[src/rtl/score_display_reader.sv]
// Score overlay: double-dabble BCD converter plus a pixel pipeline that fetches
// 2x-scaled glyphs from a synchronous score ROM and emits an overlay colour.
module score_display_reader #(
  parameter logic [9:0]  POS_X       = 10'd560,
  parameter logic [9:0]  POS_Y       = 10'd16,
  parameter int unsigned ADDR_WIDTH  = 9,
  parameter int unsigned DATA_WIDTH  = 12,
  parameter logic [DATA_WIDTH-1:0] TRANSPARENT = 12'h0F0
) (
  input  logic                  clk,
  input  logic                  reset_n,
  input  logic [13:0]           score_in,
  input  logic                  score_load,
  output logic                  busy,
  input  logic [9:0]            pixel_x,
  input  logic [9:0]            pixel_y,
  output logic [ADDR_WIDTH-1:0] rom_addr,
  input  logic [DATA_WIDTH-1:0] rom_data,
  output logic                  score_on,
  output logic [DATA_WIDTH-1:0] score_rgb
);

  typedef enum logic [1:0] {StIdle, StShift, StDone} state_e;

  state_e      state_q;
  logic [13:0] bin_q;
  logic [15:0] bcd_q;
  logic [3:0]  cnt_q;
  logic [15:0] digits_q;
  logic        busy_q;

  logic [13:0] score_sat;
  logic [15:0] bcd_adj;
  logic [15:0] bcd_next;
  logic [13:0] bin_next;

  assign score_sat = (score_in > 14'd9999) ? 14'd9999 : score_in;

  always_comb begin
    bcd_adj = bcd_q;
    for (int i = 0; i < 4; i++) begin
      if (bcd_q[4*i +: 4] >= 4'd5) bcd_adj[4*i +: 4] = bcd_q[4*i +: 4] + 4'd3;
    end
    bcd_next = {bcd_adj[14:0], bin_q[13]};
    bin_next = {bin_q[12:0], 1'b0};
  end

  // busy stays high through the cycle after DONE so the caller sees a 16-cycle window
  always_ff @(posedge clk or negedge reset_n) begin
    if (!reset_n) begin
      state_q  <= StIdle;
      bin_q    <= '0;
      bcd_q    <= '0;
      cnt_q    <= '0;
      digits_q <= '0;
      busy_q   <= 1'b0;
    end else begin
      case (state_q)
        StIdle: begin
          busy_q <= 1'b0;
          if (score_load) begin
            bin_q   <= score_sat;
            bcd_q   <= '0;
            cnt_q   <= 4'd14;
            busy_q  <= 1'b1;
            state_q <= StShift;
          end
        end
        StShift: begin
          bcd_q <= bcd_next;
          bin_q <= bin_next;
          cnt_q <= cnt_q - 4'd1;
          if (cnt_q == 4'd1) state_q <= StDone;
        end
        StDone: begin
          digits_q <= bcd_q;
          state_q  <= StIdle;
        end
        default: state_q <= StIdle;
      endcase
    end
  end

  assign busy = busy_q;

  logic [9:0]            dx;
  logic [9:0]            dy;
  logic                  hit;
  logic [5:0]            dx6;
  logic [5:0]            rem6;
  logic [1:0]            slot;
  logic [3:0]            glyph;
  logic [2:0]            col;
  logic [3:0]            row;
  logic [ADDR_WIDTH-1:0] glyph_w;
  logic [ADDR_WIDTH-1:0] row_w;
  logic [ADDR_WIDTH-1:0] addr;

  assign dx  = pixel_x - POS_X;
  assign dy  = pixel_y - POS_Y;
  assign hit = ({1'b0, pixel_x} >= {1'b0, POS_X}) && ({1'b0, pixel_x} < {1'b0, POS_X} + 11'd40) &&
               ({1'b0, pixel_y} >= {1'b0, POS_Y}) && ({1'b0, pixel_y} < {1'b0, POS_Y} + 11'd20);

  // Slot and in-glyph column from range compares instead of a divide by 10
  always_comb begin
    dx6 = dx[5:0];
    if (dx6 < 6'd10) begin
      slot = 2'd0;
      rem6 = dx6;
    end else if (dx6 < 6'd20) begin
      slot = 2'd1;
      rem6 = dx6 - 6'd10;
    end else if (dx6 < 6'd30) begin
      slot = 2'd2;
      rem6 = dx6 - 6'd20;
    end else begin
      slot = 2'd3;
      rem6 = dx6 - 6'd30;
    end
    col = rem6[3:1];
    row = dy[4:1];
    case (slot)
      2'd0:    glyph = digits_q[15:12];
      2'd1:    glyph = digits_q[11:8];
      2'd2:    glyph = digits_q[7:4];
      default: glyph = digits_q[3:0];
    endcase
    glyph_w = ADDR_WIDTH'(glyph);
    row_w   = ADDR_WIDTH'(row);
    // glyph*50 = 32g + 16g + 2g, row*5 = 4r + r
    addr = (glyph_w << 5) + (glyph_w << 4) + (glyph_w << 1) + (row_w << 2) + row_w +
           ADDR_WIDTH'(col);
  end

  logic unused_bits;
  assign unused_bits = ^{dx[9:6], dy[9:5], dy[0], rem6[5:4], rem6[0]};

  logic hit_d1;
  logic hit_d2;
  logic pix_on;

  assign pix_on = hit_d2 && (rom_data != TRANSPARENT);

  always_ff @(posedge clk or negedge reset_n) begin
    if (!reset_n) begin
      rom_addr  <= '0;
      hit_d1    <= 1'b0;
      hit_d2    <= 1'b0;
      score_on  <= 1'b0;
      score_rgb <= '0;
    end else begin
      rom_addr  <= hit ? addr : '0;
      hit_d1    <= hit;
      hit_d2    <= hit_d1;
      score_on  <= pix_on;
      score_rgb <= pix_on ? rom_data : '0;
    end
  end

endmodule
[config.mk]
export PLATFORM = sky130hd
export DESIGN_NAME = score_display_reader
export DESIGN_NICKNAME = d
export VERILOG_FILES = /design/src/rtl/score_display_reader.sv
export SDC_FILE = /design/constraint.sdc
export NUM_CORES = 1
export LEC_CHECK = 0
export CAP_MARGIN = 20
export CORE_AREA = 2 2 107 78
export CTS_CLUSTER_SIZE = 10
export DETAILED_ROUTE_END_ITERATION = 10
export DIE_AREA = 0 0 109 80
export DONT_BUFFER_PORTS = 1
export PLACE_DENSITY = 0.8
export SYNTH_ARGS = -nofsm -noshare
export SYNTH_HDL_FRONTEND = slang
export SYNTH_SLANG_ARGS = --single-unit
[constraint.sdc]
create_clock -name clk -period 6.45 [get_ports clk]
set_input_delay 0.3225 -clock clk [delete_from_list [all_inputs] [get_ports clk]]
set_output_delay 0.3225 -clock clk [all_outputs]
set_load 0.03 [all_outputs]
## Word-level counts from Yosys, hierarchy flattened

Index checks and enable logic that the tools add are counted.

- Input port bits: 49
- Word-level logic and storage cells: 79
- Bits in registers: 77

- Reductions and logical operators: 9
- Eq/ne operators: 8
- $add $sub $neg: 15
- Magnitude comparators: 12
- Multiplexer cells: 24

Operator list:

| operator | number |
|---|---|
| case mux 16 bit (2 select lines) | 1 |
| 2-to-1 mux 14 bit | 2 |
| 2-to-1 mux 4 bit | 7 |
| case mux 14 bit (2 select lines) | 1 |
| greater-or-equal comparator 4 x 3 -> 1 bit, second input constant | 4 |
| 2-to-1 mux 16 bit | 1 |
| greater-than comparator 14 bit, second input constant | 1 |
| adder 4 x 2 -> 4 bit, second input constant | 3 |
| < comparator 6 x 5 -> 1 bit, second input constant | 2 |
| 2-to-1 mux 12 bit | 1 |
| != test 12 x 8 -> 1 bit, second input constant | 1 |
| case mux 4 bit (3 select lines) | 1 |
| greater-or-equal comparator 10 bit, second input constant | 1 |
| greater-or-equal comparator 10 x 5 -> 1 bit, second input constant | 1 |
| < comparator 10 bit, second input constant | 1 |
| < comparator 10 x 6 -> 1 bit, second input constant | 1 |
| adder 9 x 3 -> 9 bit | 1 |
| adder 9 x 4 -> 9 bit | 1 |
| adder 9 x 5 -> 9 bit | 1 |
| adder 9 x 6 -> 9 bit | 1 |
| adder 9 x 8 -> 9 bit | 1 |
| 2-to-1 mux 9 bit | 1 |
| 2-to-1 mux 2 bit | 4 |
| case mux 4 bit (2 select lines) | 1 |
| other kinds (18) | 28 |

## Depth between registers and ports, before layout

Gate-level depths: netlist of run 1.

- Depth in word-level cells: 13
- Depth in mapped cells: 19

## Worst setup path after synthesis of run 1

No wires, ideal clock.

- Kind: input to register
- Start: input pixel_x[4]
- End: register rom_addr[8]
- Data required time: 6.328 ns
- Setup time: 0.122 ns
- Slack: 2.629 ns
- Stages: 19
- Path buffers: 1
- Arrival: 3.699 ns
- Cells stage by stage: inv_1 -> ha_1 -> buf_2 -> a31oi_1 -> nor3_1 -> a21oi_1 -> o22ai_1 -> a2bb2o_1 -> fa_1 -> fa_1 -> inv_1 -> ha_1 -> inv_1 -> fa_1 -> nor2b_1 -> o31a_1 -> o21a_1 -> nor4_2 -> nand2b_1

- Cells in the longest elaborated chain, start to end: 13

RTL lines:

| element | line | RTL |
|---|---|---|
| from (decl) | 15 | `input logic [9:0] pixel_x,` |
| subtractor 6 bit | 99 | `assign dx = pixel_x - POS_X;` |
| < comparator 6 x 5 -> 1 bit | 113 | `end else if (dx6 < 6'd30) begin` |
| 2-to-1 mux 1 bit | 113 |  |
| 2-to-1 mux 2 bit | 110 | `end else if (dx6 < 6'd20) begin` |
| 2-to-1 mux 2 bit | 107 | `if (dx6 < 6'd10) begin` |
| == test 2 bit, or another cell as far along | 122 | `case (slot)` |
| case mux 4 bit (3 select lines) | 122 |  |
| adder 9 x 8 -> 9 bit | 131 | `addr = (glyph_w << 5) + (glyph_w << 4) + (glyph_w << 1) + (row_w << 2) + row_w +` |
| adder 9 x 5 -> 9 bit | 131 |  |
| adder 9 x 6 -> 9 bit | 131 |  |
| adder 9 x 4 -> 9 bit | 131 |  |
| adder 9 x 3 -> 9 bit | 131 |  |
| 2-to-1 mux 9 bit * | 152 | `rom_addr <= hit ? addr : '0;` |
| to (signal assigned) | 152 |  |
| to (decl) | 17 | `output logic [ADDR_WIDTH-1:0] rom_addr,` |

Every way passes the cells marked *; elsewhere a longest branch is shown, timed or not.
A chain may end at the register's enable or synchronous reset.

## Worst setup path in the final report of run 1

Same ends and word-level chain as after synthesis.

==> qor.csv, run 1 <==
metric,value,unit
die height,80,um
"Clk pin slew, worst setup/hold paths",0.08,ns
DRT met1 WL,3870,um
CP Launch Type,input pin,
post-DR vias/cell,5.83,
CTS tree,yes,
Synth Flop Type,dfrtp_1,
reg2reg start,digits_q[4],
WL met2,4030,um
fin nets,497,
Tmin final,3.77,ns
synthesized area,0.00429,mm2
initial core utilization,0.559,
final hold vios,0,
First-pass DRT Iterations,5,
core region area,0.00767,mm2
largest net degree at the start of global routing,78,
crit path from,pixel_x[4],
Yosys reg bits,77,
DR vias,2993,
htree depth,3,
# IOs,72,
Post-Syn Instances,405,
worst-margin pin slew,0.925,ns
DRC,0,
setup TNS,0,ns
largest cells by area after synthesis,"dfrtp_1, ha_1, mux2_2",
Max-cap violations,0,
VDD IR max,0.187,mV
sequential cell area,0.00193,mm2
clock buffer depth,2,
asr flop ratio synth,1.00,
final setup fails,0,
register area share after synthesis,0.449,
Iteration-0 DRC Markers,252,
fillers,581,
status,"complete, no violations",
Clock Sinks,77,
share of layout cells above drive strength 1,0.114,
crit-path max FO,10,
post-cts resize count,0,
Final Max Slew Viols,0,
clock latency on the worst-skew pair,0.35,ns
first-pass GRT wire length,13900,um
setup bufs post-CTS,0,
TritonCTS Buffers,9,
hold crit path type,in2reg,
Setup Crit Path Kind,in2reg,
worst setup margin,2.68,ns
"area leader, netlist",dfrtp_1,
Leak,2.19,nW
routability cong.,0.823,
gr ovfl total,0,
Post-Route WL,8420,um
upper clock frequency limit,265,MHz
per-cell routed wire length,16.4,um
CP endpoint kind,flop,
DP Worst Slack,2.34,ns
power per cell area,422,mW/mm2
Die X,109,um
Syn Nets,495,
Pwr Total,1.96,mW
hold-fix buffers at CTS,2,
Net Switching,760,uW
Top Metal Used,met4,
Switching Fraction,0.388,
Yosys top cell area share,0.449,
area taken by multi-input logic gates,0.00218,mm2
Netlist cell types,52,
Root Buffer,clkbuf_8,
ANT cells,0,
Clock Skews,0.00873,ns
Worst Path Arrival,4.01,ns
initial antenna violation count,0,
total global-route track usage,0.204,
Slew headroom,0.381,
DPL Wire Length,6030,um
FP Rows,27,
Reg power frac,0.377,
final hold slack,0.0902,ns
"EDFF count, synth",0,
die area,0.00872,mm2
"Avg Cell Area, Syn",10.6,um2
P_int,1.20,mW
area delta synth->final,8.43,%
combinational share of power,0.416,
Syn. warnings,0,
routed length on met3,473,um
fin crit share,0.585,
hold_sp,score_in[7],
"antenna viol nets, final",0,
vias in the first global route,2993,
RSZ-0062 raised after global routing,no,
clock power share,0.207,
IO Port Bufs,0,
Critical Path RT,6.68,ns
==> cell type report <==
type                    count  area share
clock buffers               9      0.0266
clock inverters             7      0.0213
inverters                  33      0.0266
multi-input cells         282       0.468
flip-flops and latches     77       0.414
well taps                 101      0.0272
repair buffers              4      0.0156
==> cell families after synthesis <==
| logic type | after synthesis | share of synthesized area |
|---|---|---|
| AOI/OAI and AO/OA | 109 | 0.181 |
| xor gates and xnor gates | 12 | 0.0245 |
| adders and majority gates | 41 | 0.128 |
| buffers and inverters | 46 | 0.0435 |
| DFF | 77 | 0.449 |
| muxes | 19 | 0.0493 |
| and+or+nand+nor | 101 | 0.124 |
==> state kept, by name, summed over array words and instances (netlist names), 2 cells and up <==
signal and cells:
score_rgb 12, cnt_q 4, bcd_q 16, bin_q 14, digits_q 16, state_q 2, rom_addr 9
==> worst max-delay path: stages <==
cell and delay, ns:
inv_1 0.03, ha_1 0.42, a31oi_1 0.29, nor3_1 0.08
a21oi_1 0.12, o22ai_1 0.09, a2bb2o_1 0.31, fa_1 0.52
fa_1 0.41, inv_1 0.07, ha_1 0.18, inv_1 0.06
fa_1 0.37, nor2b_1 0.20, o31a_1 0.17, o21a_1 0.15
nor4_2 0.05, nand2b_1 0.14
==> through the flow <==
stage               utilization  instance area, um2  instances
CTS                       0.603                4620        512
detailed placement        0.569                4360        494
global placement          0.569                4360        494
global route              0.606                4650        513
finish                    0.606                4650        513
floorplan                     -                4290        405
==> Yosys cell counts (all sizes together) (2+ instances only) <==
| master | n |
|---|---|
| a21oi | 20 |
| inv | 33 |
| nor4b | 3 |
| a31oi | 2 |
| a211oi | 3 |
| o21ai | 33 |
| dfrtp | 77 |
| mux2i | 2 |
| clkbuf | 7 |
| nand3 | 10 |
| a22oi | 12 |
| a2111oi | 2 |
| nor4 | 3 |
| and2 | 17 |
| o21bai | 3 |
| o21a | 3 |
| nor2 | 18 |
| o31ai | 6 |
| buf | 6 |
| nor2b | 5 |
| nor3 | 8 |
| a22o | 5 |
| fa | 5 |
| ha | 36 |
| a21o | 5 |
| o22ai | 2 |
| a32o | 4 |
| xnor2 | 7 |
| o32ai | 3 |
| nand2b | 7 |
| mux2 | 17 |
| nand2 | 25 |
| xor2 | 5 |
| o31a | 2 |
==> placed cells by master (no fill, tap or decap), drive strengths merged, types with 4 or more instances in the layout <==
master / instances
a32o: 4
nor3: 8
a21o: 5
xor2: 5
ha: 36
inv: 34
a21oi: 20
a22oi: 12
a22o: 5
o21ai: 33
o31ai: 6
clkbuf: 9
dfrtp: 77
fa: 5
nand2b: 7
nor2: 18
nor2b: 5
xnor2: 7
and2: 17
nand2: 25
nand3: 10
mux2: 17
==> worst paths after layout <==
| path | endpoint | slack [ns] | cells after the start |
|---|---|---|---|
| max | rom_addr[8] | 2.68 | 18 |
| min | bin_q[7] | 0.09 | 1 |
| max reg2reg | rom_addr[8] | 3.12 | 14 |
| min reg2reg | hit_d2 | 0.37 | 0 |
| max in group asynchronous | bcd_q[11] | 5.62 | 2 |
| min in group asynchronous | score_on | 0.52 | 2 |
==> power groups by stage <==
stage / Clock (mW) / Combinational (mW) / Sequential, mW
detailed placement: 0 / 0.778 / 0.745
finish: 0.405 / 0.816 / 0.740
floorplan: 0 / 0.635 / 0.709
global route: 0.439 / 0.924 / 0.759
CTS: 0.413 / 0.795 / 0.738
global placement: 0 / 0.730 / 0.739
==> routing by layer <==
layer | vias to the layer above | global-route usage
li1 | 1437 | -
met2 | 94 | 0.335
met5 | - | 0
met3 | 5 | 0.0547
met4 | 0 | 0.0551
met1 | 1457 | 0.265
(Power assumes the default switching activity.)
==> inputs of run 2 (changes only) <==
- clock period: 6.45 -> 3.7 ns (I/O delays scaled with it)
==> run 2 against run 1 <==
  * Cell count rose by 5.3%
  * Clock power rose by 74%
  * Utilization grew 3.2 points
  * Design area is 5.2% higher
  * Clock-buffer cell count grew 2
  * Critical path depth is 1 lower
  * Critical path type unchanged
==> qor.csv, run 2 (same netlist as run 1, synthesis figures left out) <==
metric,value,unit,change
die area,0.00872,mm2,unchanged
VDD IR max,0.337,mV,+80%
Iteration-0 DRC Markers,235,,-6.7%
Die X,109,um,unchanged
"commonest non-fill, non-tap cell in the layout",dfrtp_1,,
vias in the first global route,3262,,+9.0%
Worst Path Arrival,3.71,ns,-0.30 ns
DRC,0,,unchanged
total global-route track usage,0.218,,+0.0145
# IOs,72,,unchanged
IO Port Bufs,0,,unchanged
final setup fails,0,,unchanged
CTS tree,yes,,
core region area,0.00767,mm2,unchanged
Top delay family on crit path,adder cells,,
slowest cell delay on critical path,0.52,ns,about the same
CP Launch Type,input pin,,
upper clock frequency limit,287,MHz,
hold crit path type,in2reg,,
worst setup margin,0.222,ns,-2.46 ns
Tmin final,3.48,ns,
RSZ-0062 raised after global routing,no,,
fillers,587,,+1.0%
gr ovfl total,0,,unchanged
Slew headroom,0.439,,+0.0586
share of layout cells above drive strength 1,0.121,,+0.00665
"antenna viol nets, final",0,,unchanged
die height,80,um,unchanged
CP endpoint kind,flop,,
initial antenna violation count,0,,unchanged
first-pass GRT wire length,14900,um,+7.2%
crit-path max FO,8,,-2
post-DR vias/cell,5.78,,-0.87%
Root Buffer,clkbuf_8,,
Critical Path RT,3.93,ns,-2.75 ns
crit path buf inv count,4,,+1
Finished Cell Area,0.00489,mm2,+5.2%
fin util,0.638,,+0.0318
Clock Sinks,77,,unchanged
routability cong.,0.822,,-0.16%
Max-cap violations,0,,unchanged
FP Rows,27,,unchanged
Top Metal Used,met4,,
placed cells,501,,+1.4%
DR vias,3123,,+4.3%
power per cell area,704,mW/mm2,+67%
Finished Layout Cells,540,,+5.3%
status,"complete, no violations",,
area post-placement,0.00441,mm2,+1.1%
fin crit share,0.940,,
WL met2,4310,um,+6.8%
First-pass DRT Iterations,4,,-1
area delta synth->final,14.1,%,
Pwr Total,3.45,mW,+76%
DP Worst Slack,-0.0573,ns,-2.39 ns
per-cell routed wire length,16.5,um,+0.46%
final hold slack,0.0187,ns,-0.0715 ns
htree depth,3,,unchanged
largest net degree at the start of global routing,78,,unchanged
Post-Route WL,8900,um,+5.8%
DRT met1 WL,4030,um,+4.0%
routed length on met3,457,um,-3.4%
"Clk pin slew, worst setup/hold paths",0.08,ns,about the same
Leak,2.30,nW,+5.1%
Setup Crit Path Kind,in2reg,,
worst-path cell chain,inv_1 > ha_1 > buf_4 > nor2_1 > o22ai_1 > a2bb2o_1 > fa_1 > fa_1 > inv_1 > ha_1 > inv_1 > fa_1 > nor2b_1 > o31a_1 > o21a_1 > nor4_2 > nand2b_1,,
Final Max Slew Viols,0,,unchanged
ANT cells,0,,unchanged
DPL Wire Length,6290,um,+4.3%
clock latency on the worst-skew pair,0.34,ns,about the same
clock buffer depth,2,,unchanged
most frequent cells in the layout,"dfrtp_1, ha_1, inv_1, o21ai_0, nand2_1",,
fin nets,524,,+5.4%
Clock Skews,0.0155,ns,+0.00675 ns
initial core utilization,0.559,,unchanged
final hold vios,0,,unchanged
critical path's slowest cell,fa_1,,
setup TNS,0,ns,unchanged
top flop regs,"bcd_q x16, digits_q x16, bin_q x14",,
TritonCTS Buffers,9,,unchanged
worst-margin pin slew,0.838,ns,-0.0867 ns
[run 2: cell types whose count changed in the layout (fill, tap and decap cells not counted)]
cell	previous run	this run
dlygate4sd3_1	1	21
buf_4	1	8
clkinv_4	2	0
buf_16	2	1
clkbuf_8	9	10
a31oi_1	2	1
a31oi_2	0	1
nor2b_2	1	0
buf_8	0	1
nor2b_1	4	5
clkbuf_1	0	1
[run 2: worst reg2reg max path, cell delays in order (launching register included)]
cell and delay [ns]:
dfrtp_1 0.39, a2111oi_4 0.07, a2111oi_4 0.40, a21oi_4 0.10
fa_1 0.43, fa_1 0.45, inv_1 0.07, ha_1 0.15
inv_1 0.06, fa_1 0.38, nor2b_1 0.18, o31a_1 0.17
o21a_1 0.15, nor4_2 0.05, nand2b_1 0.15
[run 2: routing by layer]
layer  global-route usage  vias to the layer above
li1                     -                     1484
met1                0.279                     1530
met2                0.365                       95
met3               0.0539                       14
met4               0.0667                        0
met5                    0                        -
[run 2: area by class of cell]
type	count	area, um2	share of cell area
well taps	101	126	0.0258
clock inverters	5	81.3	0.0166
multi-input cells	282	2180	0.446
repair buffers	31	313	0.0639
flip-flops and latches	77	1930	0.394
inverters	33	124	0.0253
clock buffers	11	141	0.0289
[run 2: what timing repair did]
action | CTS | global route
setup endpoints to repair | 0 | 2
hold buffers | 22 | 0
buffers inserted | 0 | 0
gates resized for setup | 0 | 1
hold endpoints to repair | 97 | 0
[run 2: path summary, 6_finish.rpt]
| kind | endpoint | slack (ns) | cells after the start | start |
|---|---|---|---|---|
| setup / recovery | rom_addr[8] | 0.22 | 17 | pixel_x[5] |
| hold / removal | bin_q[9] | 0.02 | 2 | score_in[9] |
| setup reg to reg | rom_addr[8] | 0.43 | 14 | digits_q[4] |
| hold reg to reg | hit_d2 | 0.36 | 0 | hit_d1 |
| max in group asynchronous | digits_q[6] | 3.00 | 2 | reset_n |
| min in group asynchronous | score_rgb[6] | 0.38 | 2 | reset_n |
[run 2: report_power, final]
part / leakage [nW] / internal [mW] / switching [mW]
clock: 0.110 / 0.400 / 0.305
combinational: 1.19 / 0.649 / 0.799
sequential: 1.00 / 1.08 / 0.216
total: 2.30 / 2.13 / 1.32
==> inputs of run 3 (changes only) <==
- CTS_CLUSTER_DIAMETER: not set -> 80
- SETUP_SLACK_MARGIN: not set -> 0.5
==> run 3 against run 2 <==
  * Via count rose by 2.8%
  * Sequential power barely moved
  * First-iteration DRC count rose by 10%
  * Register-to-register slack improved by 0.13 ns
  * Design area rose by 2.6%
  * Clock skew fell by 0.0068 ns
  * Clock power fell by 2.8%
  * Cell count rose by 0.56%
  * Critical path type unchanged
  * Largest power group unchanged
==> qor.csv, run 3 (same netlist as run 1, synthesis figures left out) <==
metric,value,unit,change
status,"complete, no violations",,
gr ovfl total,0,,unchanged
VDD IR max,0.326,mV,-3.3%
clock power share,0.197,,-0.007
fin crit share,0.900,,-0.0400
sequential cell area,0.00193,mm2,unchanged
Clock Sinks,77,,unchanged
area post-placement,0.00445,mm2,+0.85%
Die X,109,um,unchanged
hold crit path type,in2reg,,
Tmin final,3.33,ns,-0.148 ns
htree depth,3,,unchanged
CP endpoint kind,flop,,
initial core utilization,0.559,,unchanged
worst-path cell chain,inv_2 > ha_4 > a31oi_4 > nor3_1 > a21oi_1 > o22ai_2 > a2bb2o_4 > fa_1 > fa_1 > inv_2 > ha_4 > inv_2 > fa_2 > nor2b_4 > o31a_1 > o21a_1 > nor4_2 > nand2b_1,,
fin nets,527,,+0.57%
upper clock frequency limit,300,MHz,+4.4%
Pwr Total,3.49,mW,+1.2%
top flop regs,"bcd_q x16, digits_q x16, bin_q x14",,
DR vias,3210,,+2.8%
die height,80,um,unchanged
Post-Route WL,9250,um,+4.0%
Leak,2.32,nW,+0.66%
DPL Wire Length,6030,um,-4.1%
Worst path most repeated cell,inv_2,,
"antenna viol nets, final",0,,unchanged
TritonCTS Buffers,9,,unchanged
Slew headroom,0.477,,+0.0371
Switching Fraction,0.385,,+0.00181
Critical Path RT,3.98,ns,+0.05 ns
RSZ-0062 raised after global routing,yes,,
fin util,0.655,,+0.0168
# IOs,72,,unchanged
Finished Layout Cells,543,,+0.56%
DP Worst Slack,-0.00726,ns,+0.0501 ns
die area,0.00872,mm2,unchanged
combinational share of power,0.431,,+0.011
share of layout cells above drive strength 1,0.181,,+0.0603
total global-route track usage,0.218,,-0.000534
ANT cells,0,,unchanged
CTS tree,yes,,
power per cell area,694,mW/mm2,-1.4%
fillers,563,,-4.1%
most frequent cells in the layout,"dfrtp_1, ha_1, o21ai_0, inv_1, nand2_1",,
Max-cap violations,0,,unchanged
Iteration-0 DRC Markers,259,,+10%
largest net degree at the start of global routing,78,,unchanged
final hold slack,0.0208,ns,+0.00204 ns
CP Launch Type,input pin,,
slowest cell delay on critical path,0.54,ns,+0.02 ns
"commonest non-fill, non-tap cell in the layout",dfrtp_1,,
Net Switching,1.34,mW,+1.6%
vias in the first global route,3118,,-4.4%
initial antenna violation count,0,,unchanged
post-DR vias/cell,5.91,,+2.2%
clock latency on the worst-skew pair,0.34,ns,about the same
per-cell routed wire length,17.0,um,+3.4%
Final Max Slew Viols,0,,unchanged
final hold vios,0,,unchanged
worst-margin pin slew,0.782,ns,-0.0555 ns
IO Port Bufs,0,,unchanged
DRC,0,,unchanged
Clock Skews,0.00866,ns,-0.00682 ns
First-pass DRT Iterations,5,,+1
crit-path max FO,6,,-2
final setup fails,0,,unchanged
placed cells,498,,-0.60%
Root Buffer,clkbuf_8,,
core region area,0.00767,mm2,unchanged
first-pass GRT wire length,14800,um,-1.1%
clock buffer depth,2,,unchanged
critical path's slowest cell,fa_1,,
Finished Cell Area,0.00502,mm2,+2.6%
P_int,2.14,mW,+0.88%
Setup Crit Path Kind,in2reg,,
area delta synth->final,17.1,%,
worst setup margin,0.370,ns,+0.148 ns
area taken by multi-input logic gates,0.00229,mm2,+5.1%
"Clk pin slew, worst setup/hold paths",0.08,ns,about the same
Worst Path Arrival,3.61,ns,-0.10 ns
Reg power frac,0.372,,-0.003
routability cong.,0.911,,+11%
setup TNS,0,ns,unchanged
FP Rows,27,,unchanged
-- run 3: critical path, delay by kind of cell --
family,cells,cell delay (ns)
adders and majority gates,5,1.64
AOI/OAI and AO/OA,6,1.17
and+or+nand+nor,4,0.51
buffers and inverters,3,0.12
-- run 3: routing by layer --
| layer | GRT usage | routed length, um | vias to the layer above |
|---|---|---|---|
| met5 | 0 | 0 | - |
| met4 | 0.0308 | 34 | 0 |
| met1 | 0.288 | 4140 | 1587 |
| li1 | - | - | 1497 |
| met3 | 0.0547 | 552 | 10 |
| met2 | 0.370 | 4520 | 116 |
-- run 3: power groups by stage --
stage	Clock [mW]	Sequential [mW]	Combinational, mW
2_1_floorplan	0	1.24	1.12
3_3_place_gp	0	1.29	1.31
3_5_place_dp	0	1.30	1.38
4_1_cts	0.697	1.29	1.44
5_1_grt	0.738	1.33	1.72
6_report	0.685	1.30	1.50
-- run 3: what timing repair did --
| item | in CTS | in global routing |
|---|---|---|
| resized for setup | 5 | 13 |
| pin swaps | 4 | 12 |
| setup endpoints to repair | 2 | 4 |
| hold buffers | 21 | 0 |
| endpoints found under the hold margin | 96 | 0 |
| buffers inserted | 3 | 5 |
-- run 3: layout make-up --
type                    count  share of cell area
clock buffers              10              0.0254
clock inverters             6              0.0172
inverters                  33              0.0279
multi-input cells         282               0.457
flip-flops and latches     77               0.384
well taps                 101              0.0252
repair buffers             34              0.0643
-- run 3: path summary, 6_finish.rpt --
check | to | cells past startpoint | slack (ns) | start
hold reg to reg | hit_d2 | 0 | 0.35 | hit_d1
max in group asynchronous | bcd_q[5] | 2 | 2.98 | reset_n
setup / recovery | rom_addr[8] | 18 | 0.37 | pixel_x[4]
setup reg to reg | rom_addr[8] | 14 | 0.56 | digits_q[0]
min in group asynchronous | bin_q[8] | 2 | 0.39 | reset_n
hold / removal | bin_q[2] | 2 | 0.02 | score_in[2]
